==> src/rtl/instr_sequencer.sv <==
// Multi-cycle RV32I sequencer: FETCH/DECODE/EXEC/MEM/WB with IR/PC/regfile strobes and memory handshakes.
// Optional MEM_TIMEOUT_EN adds a bounded memory wait that faults into HALT with a sticky timeout_err.
module instr_sequencer #(
  parameter int OPCODE_LENGTH  = 7,
  parameter int TIMEOUT_CYCLES = 16
) (
  input  logic                     clk,
  input  logic                     reset,
  input  logic                     run,
  input  logic [OPCODE_LENGTH-1:0] Opcode,
  input  logic                     regWrite,
  input  logic                     MemRead,
  input  logic                     MemWrite,
  input  logic                     BranchSig,
  input  logic                     Con_Jalr,
  input  logic                     imem_ready,
  input  logic                     dmem_ready,
  output logic                     imem_req,
  output logic                     dmem_req,
  output logic                     dmem_we,
  output logic                     ir_we,
  output logic                     pc_we,
  output logic                     reg_we,
  output logic                     retired,
  output logic [2:0]               state,
  output logic                     illegal,
  output logic                     timeout_err
);

  typedef enum logic [2:0] {
    S_IDLE   = 3'd0,
    S_FETCH  = 3'd1,
    S_DECODE = 3'd2,
    S_EXEC   = 3'd3,
    S_MEM    = 3'd4,
    S_WB     = 3'd5,
    S_HALT   = 3'd6,
    S_BAD    = 3'd7
  } state_t;

  state_t cur, nxt, boundary;
  logic   op_legal;
  logic   set_illegal;
  logic   expired;

  // Branch/JALR distinctions are resolved by the control unit before they reach us.
  logic unused_ctrl;
  assign unused_ctrl = ^{BranchSig, Con_Jalr};

  assign state    = cur;
  assign boundary = run ? S_FETCH : S_IDLE;

  always_comb begin
    case (Opcode)
      OPCODE_LENGTH'(7'b0110011),
      OPCODE_LENGTH'(7'b0010011),
      OPCODE_LENGTH'(7'b0000011),
      OPCODE_LENGTH'(7'b0100011),
      OPCODE_LENGTH'(7'b1100011),
      OPCODE_LENGTH'(7'b1100111),
      OPCODE_LENGTH'(7'b0001111): op_legal = 1'b1;
      default:                    op_legal = 1'b0;
    endcase
  end

`ifdef MEM_TIMEOUT_EN
  logic [7:0] wait_cnt;
  logic       mem_wait;

  assign mem_wait = ((cur == S_FETCH) && !imem_ready) || ((cur == S_MEM) && !dmem_ready);
  // Fault in the cycle the count would reach the limit; a ready in that cycle wins.
  assign expired  = mem_wait && (wait_cnt == 8'(TIMEOUT_CYCLES - 1));

  always_ff @(posedge clk or posedge reset) begin
    if (reset) begin
      wait_cnt    <= 8'd0;
      timeout_err <= 1'b0;
    end else begin
      if (nxt != cur)    wait_cnt <= 8'd0;
      else if (mem_wait) wait_cnt <= wait_cnt + 8'd1;
      if (expired)       timeout_err <= 1'b1;
    end
  end
`else
  logic unused_param;
  assign unused_param = ^8'(TIMEOUT_CYCLES);
  assign expired      = 1'b0;
  assign timeout_err  = 1'b0;
`endif

  always_ff @(posedge clk or posedge reset) begin
    if (reset) begin
      cur     <= S_IDLE;
      illegal <= 1'b0;
    end else begin
      cur <= nxt;
      if (set_illegal) illegal <= 1'b1;
    end
  end

  always_comb begin
    nxt         = cur;
    imem_req    = 1'b0;
    dmem_req    = 1'b0;
    dmem_we     = 1'b0;
    ir_we       = 1'b0;
    pc_we       = 1'b0;
    reg_we      = 1'b0;
    retired     = 1'b0;
    set_illegal = 1'b0;
    case (cur)
      S_IDLE: if (run) nxt = S_FETCH;
      S_FETCH: begin
        imem_req = 1'b1;
        if (imem_ready) begin
          ir_we = 1'b1;
          nxt   = S_DECODE;
        end else if (expired) begin
          nxt = S_HALT;
        end
      end
      S_DECODE: begin
        nxt         = op_legal ? S_EXEC : S_HALT;
        set_illegal = !op_legal;
      end
      S_EXEC: begin
        if (MemRead || MemWrite) nxt = S_MEM;
        else if (regWrite)       nxt = S_WB;
        else begin
          pc_we   = 1'b1;
          retired = 1'b1;
          nxt     = boundary;
        end
      end
      S_MEM: begin
        dmem_req = 1'b1;
        dmem_we  = MemWrite;
        if (dmem_ready) begin
          if (MemRead) nxt = S_WB;
          else begin
            pc_we   = 1'b1;
            retired = 1'b1;
            nxt     = boundary;
          end
        end else if (expired) begin
          nxt = S_HALT;
        end
      end
      S_WB: begin
        reg_we  = 1'b1;
        pc_we   = 1'b1;
        retired = 1'b1;
        nxt     = boundary;
      end
      S_HALT:  nxt = S_HALT;
      default: nxt = S_HALT;
    endcase
  end

endmodule

==> config.mk <==
export PLATFORM = sky130hd
export DESIGN_NAME = instr_sequencer
export DESIGN_NICKNAME = d
export VERILOG_FILES = /design/src/rtl/instr_sequencer.sv
export SDC_FILE = /design/constraint.sdc
export NUM_CORES = 1
export LEC_CHECK = 0
export BUFFER_PORTS_ARGS = -buffer_cell sky130_fd_sc_hd__buf_2
export CAP_MARGIN = 20
export CELL_PAD_IN_SITES_DETAIL_PLACEMENT = 1
export CELL_PAD_IN_SITES_GLOBAL_PLACEMENT = 1
export CORE_MARGIN = 2
export CORE_UTILIZATION = 23
export CTS_CLUSTER_DIAMETER = 30
export DETAILED_ROUTE_END_ITERATION = 8
export PLACE_DENSITY = 0.74
export REMOVE_ABC_BUFFERS = 1
export SYNTH_ARGS = -nofsm -noshare
export SYNTH_HDL_FRONTEND = slang
export SYNTH_SLANG_ARGS = --single-unit
==> constraint.sdc <==
create_clock -name clk -period 1.3 [get_ports clk]
set_input_delay 0 -clock clk [delete_from_list [all_inputs] [get_ports clk]]
set_output_delay 0 -clock clk [all_outputs]
set_load 0.1 [all_outputs]
== Word level (Yosys, flattened, before mapping) ==
Cells that the tools add are included.
Widths: inputs -> output; s select.

* Equal/unequal tests: 15
* Multiplexer cells: 22
* Reductions and logical operators: 5

{| class="wikitable"
|+ Operator list
! operator !! number
|-
| $mux 3 || 7
|-
| $pmux 3 s6 || 1
|-
| $eq 7x6->1 const B || 2
|-
| $eq 7x7->1 const B || 2
|-
| $mux 1 || 13
|-
| $eq 7x2->1 const B || 1
|-
| $eq 7x4->1 const B || 1
|-
| $eq 7x5->1 const B || 1
|-
| $reduce_or 7->1 || 1
|-
| $eq 3x2->1 const B || 2
|-
| $eq 3x3->1 const B || 2
|-
| $ne 2x2->1 const B || 3
|-
| $eq 3x1->1 const B || 1
|-
| $logic_not 3->1 || 1
|-
| $pmux 1 s3 || 1
|-
| $reduce_and 3->1 || 1
|-
| $logic_not 1->1 || 1
|-
| $logic_or 1x1->1 || 1
|}

* Register bits: 4
* Input port bits: 17
* Output and inout port bits: 12
* Logic and storage cells: 44

== Longest topological paths before layout ==
* Depth in word-level cells: 5
* Mapped depth: 5
* Mapped depth without buffers: 4

== Worst setup path after synthesis ==
Ideal clock, no wire load.

* Path type: register to output
* Start point: reg cur[2], in the netlist state[2]
* End point: out dmem_we
* Arrival: 3515 ps
* Data required time: 1300 ps
* Slack: -2215 ps
* Stages on the path, launching flop included: 5
* Buffers on the path: 1
* Cells stage by stage: dfrtp_1 clkbuf_1 nand2b_1 nor2_1 and2_1

* Cells in the longest elaborated chain, start to end: 2

{| class="wikitable"
|+ RTL lines
! element !! RTL line !! text
|-
| start, declared || 41 || <nowiki>state_t cur, nxt, boundary;</nowiki>
|-
| start signal, assigned || 96 || <nowiki>cur <= nxt;</nowiki>
|-
| $eq 3x3->1 || 111 || <nowiki>case (cur)</nowiki>
|-
| $mux 1 || 111 ||
|-
| end, declared || 20 || <nowiki>output logic dmem_we,</nowiki>
|}

Every way passes these cells.

== Worst setup path in the final report ==
* Start point: reg cur[0], in the netlist state[0]
* End point: out retired

* Cells in the longest elaborated chain, start to end: 2
* Elaborated cells between the ends (all ways): 4
* Classes of those cells: 3 x eq/ne; 1 x mux

{| class="wikitable"
|+ RTL lines
! element !! RTL line !! text
|-
| $eq 3x3->1 or $eq 3x2->1 (tied branches) || 111 ||
|-
| $pmux 1 s3 (*) || 111 ||
|-
| end, declared || 24 || <nowiki>output logic retired,</nowiki>
|}

Mark *: on every way between the ends. The rest lies on a longest branch, timed or not.

==> impl_metrics.csv <==
group,metric,value,unit
status,status,"finished with violations",
status,violations,"setup timing",
synth,syn-cell-area,370,um^2
detailed_routing,drt-initial-drc-count,8,
job,maxCapViolCount,0,
timing,drv_slew,0,
global_route,grt_pass1_wl,2190,um
detailed_routing,drc_errors,0,
global_route,grt_pass1_vias,538,
timing,fin_worst_skew,5.36,ps
detailed_routing,wl_per_cell,13.2,um
timing,final.min_clock_period,1330,ps
synth,ys_warn_count,0,
placement,port_buffers,25,
synth,synth_top_family_by_area,"simple AND/OR/NAND/NOR gates",
setup_path,reg2reg_slack,70,ps
placement,dpl_cell_area,661,um^2
detailed_routing,route.vias.total,486,
synth,synth-simple-area-share,30.7,%
synth,netlist_top_cells_area,"dfrtp_1 27%, nor2_1 8.1%, nand2_1 6.1%",
synth,synthFlopType,"dfrtp_1",
global_route,track_usage,15.3,%
global_route,grtUsageMet3,4.90,%
global_route,met2_usage,30.9,%
floorplan,fp.dieW,44.1,um
floorplan,dieArea,0.00195,mm^2
final_layout,finish.utilization,50.7,%
placement,gp_congestion,0.751,
placement,hpwlAfterDp,1010,um
timing,postLayoutSetupSlackWorst,-29.9,ps
setup_path,crit_required,1300,ps
synth,synth.yosys.seq_area_share,27.0,%
synth,synth_mux_area_share,0,%
global_route,grt_overflow,0,
detailed_routing,ant_nets,0,
timing,fin_crit_sh,102,%
synth,synth_top_area_share,27.0,%
floorplan,fp.dieH,44.1,um
timing,finalSetupViolCount,3,
clock_network,cts_tree,"built",
clock_network,cts.sink_count,4,
synth,synth_xor_area_share,0,%
clock_network,clk_pin_slew,40,ps
setup_path,critPathKind,"reg -> out",
synth,ys_async_sr_fraction,100,%
synth,synth.distinct_cells,25,
floorplan,pin_count,29,
timing,rsz0062_at_grt,"true",
detailed_routing,wl,1360,um
global_route,antenna_found_initial,0,
synth,netlist.top_cell.by_area,"dfrtp_1",
synth,yosysMostFrequentCell,"nor2_1",
synth,synth_common_cells,"8 x nor2_1, 6 x nand2_1, 4 x dfrtp_1, 4 x inv_1",
global_route,busiest_layer,"met2",
hold_path,min_path_type,"in -> reg",
global_route,grt_max_degree,11,
floorplan,core,0.00151,mm^2
setup_path,end_kind,"primary output",
final_layout,area_growth,106,%
global_route,met1_usage,14.0,%
setup_path,arrival,1330,ps
clock_network,h-tree-depth,1,
floorplan,start_util,24.6,%
synth,synth_seq_cells,4,
synth,synth_cells,53,
synth,synth_edf_count,0,
final_layout,final_net_count,106,
clock_network,cts_buffers,3,
synth,synth_compound_area_share,29.7,%
setup_path,crit_fanout,5,
synth,avgSynthCellArea,6.99,um^2
synth,synthAdderAreaFrac,0,%
clock_network,clk_latency,230,ps
final_layout,num_antenna_cells,0,
detailed_routing,drtPass1Iterations,4,
clock_network,ctsLongestPathBuffers,2,
final_layout,layout-drive-gt1-share,57.5,%
final_layout,stdcell_area,764,um^2
detailed_routing,viasPerCell,4.72,
setup_path,startpoint_type,"flip-flop",
timing,hold_viol,0,
floorplan,rows,14,
timing,max_freq,0.752,GHz
clock_network,cts-root-buf,"clkbuf_4",
-- logic make-up after synthesis --
logic type,count (synthesis)
buf+inv,9
other cells,1
simple gates,23
flops,4
compound gates,16
-- through the flow --
step                setup TNS, ps  setup WS (ps)  hold slack (ps)  instances
floorplan                  -15040          -2780             -234         48
global placement                0            146             -119         94
detailed placement              0            104             -108         94
CTS                          -107          -36.9              163        100
global route                 -315           -113              223        103
finish                      -66.8          -29.9              188        103
-- registers in the layout, indices dropped and copies added (netlist names) --
signal and count:
state 3, illegal 1
-- worst paths after layout --
path,cells after the start,endpoint,from
worst max-delay path,5,retired,state[0]
worst min-delay path,4,state[2],dmem_ready
worst max register to register,5,state[0],state[2]
worst min register to register,1,illegal,illegal
max in group asynchronous,3,state[1],reset
min in group asynchronous,3,state[0],reset
-- cell type report --
class | instances | area [um^2]
inverter | 4 | 15.0
clock buffer | 3 | 22.5
timing repair buffer | 36 | 345
tap | 16 | 20.0
sequential | 4 | 103
fill | 181 | 742
multi-input combinational | 40 | 259
-- layout by cell type, fill, tap and decap left out, drive strengths merged --
| cell type | instances |
|---|---|
| a21o | 1 |
| dfrtp | 4 |
| and2 | 1 |
| nand2b | 3 |
| a21oi | 3 |
| nor2b | 1 |
| nor2 | 8 |
| o2bb2ai | 2 |
| clkbuf | 3 |
| o21ai | 3 |
| nand3b | 1 |
| o21a | 1 |
| dlygate4sd3 | 1 |
| or4 | 1 |
| inv | 4 |
| nand2 | 6 |
| nor4 | 1 |
| a31oi | 2 |
| a211oi | 2 |
| nor3 | 1 |
| buf | 35 |
| o21bai | 2 |
| conb | 1 |
-- worst max-delay path: stages (launching register included) --
cell and delay (ps):
dfrtp_1 410, buf_4 170, a21oi_2 130, o2bb2ai_1 80, buf_4 150, buf_12 160
-- repair_timing --
action | 4_1_cts | 5_1_grt
cloned | 0 | 0
buffers inserted | 2 | 3
pin swaps | 1 | 0
gates resized for setup | 7 | 4
endpoints found under the hold margin | 4 | 0
setup endpoints to repair | 7 | 6
hold buffers | 1 | 0
-- metal layers --
metal	vias to the layer above	routed length, um
met5	-	0
met4	0	0
met3	0	94
met2	21	758
met1	219	508
li1	246	-
Power is left out: the tool's default activity adds up to more than one toggle a clock period on the data nets, which glitch-free logic cannot reach.
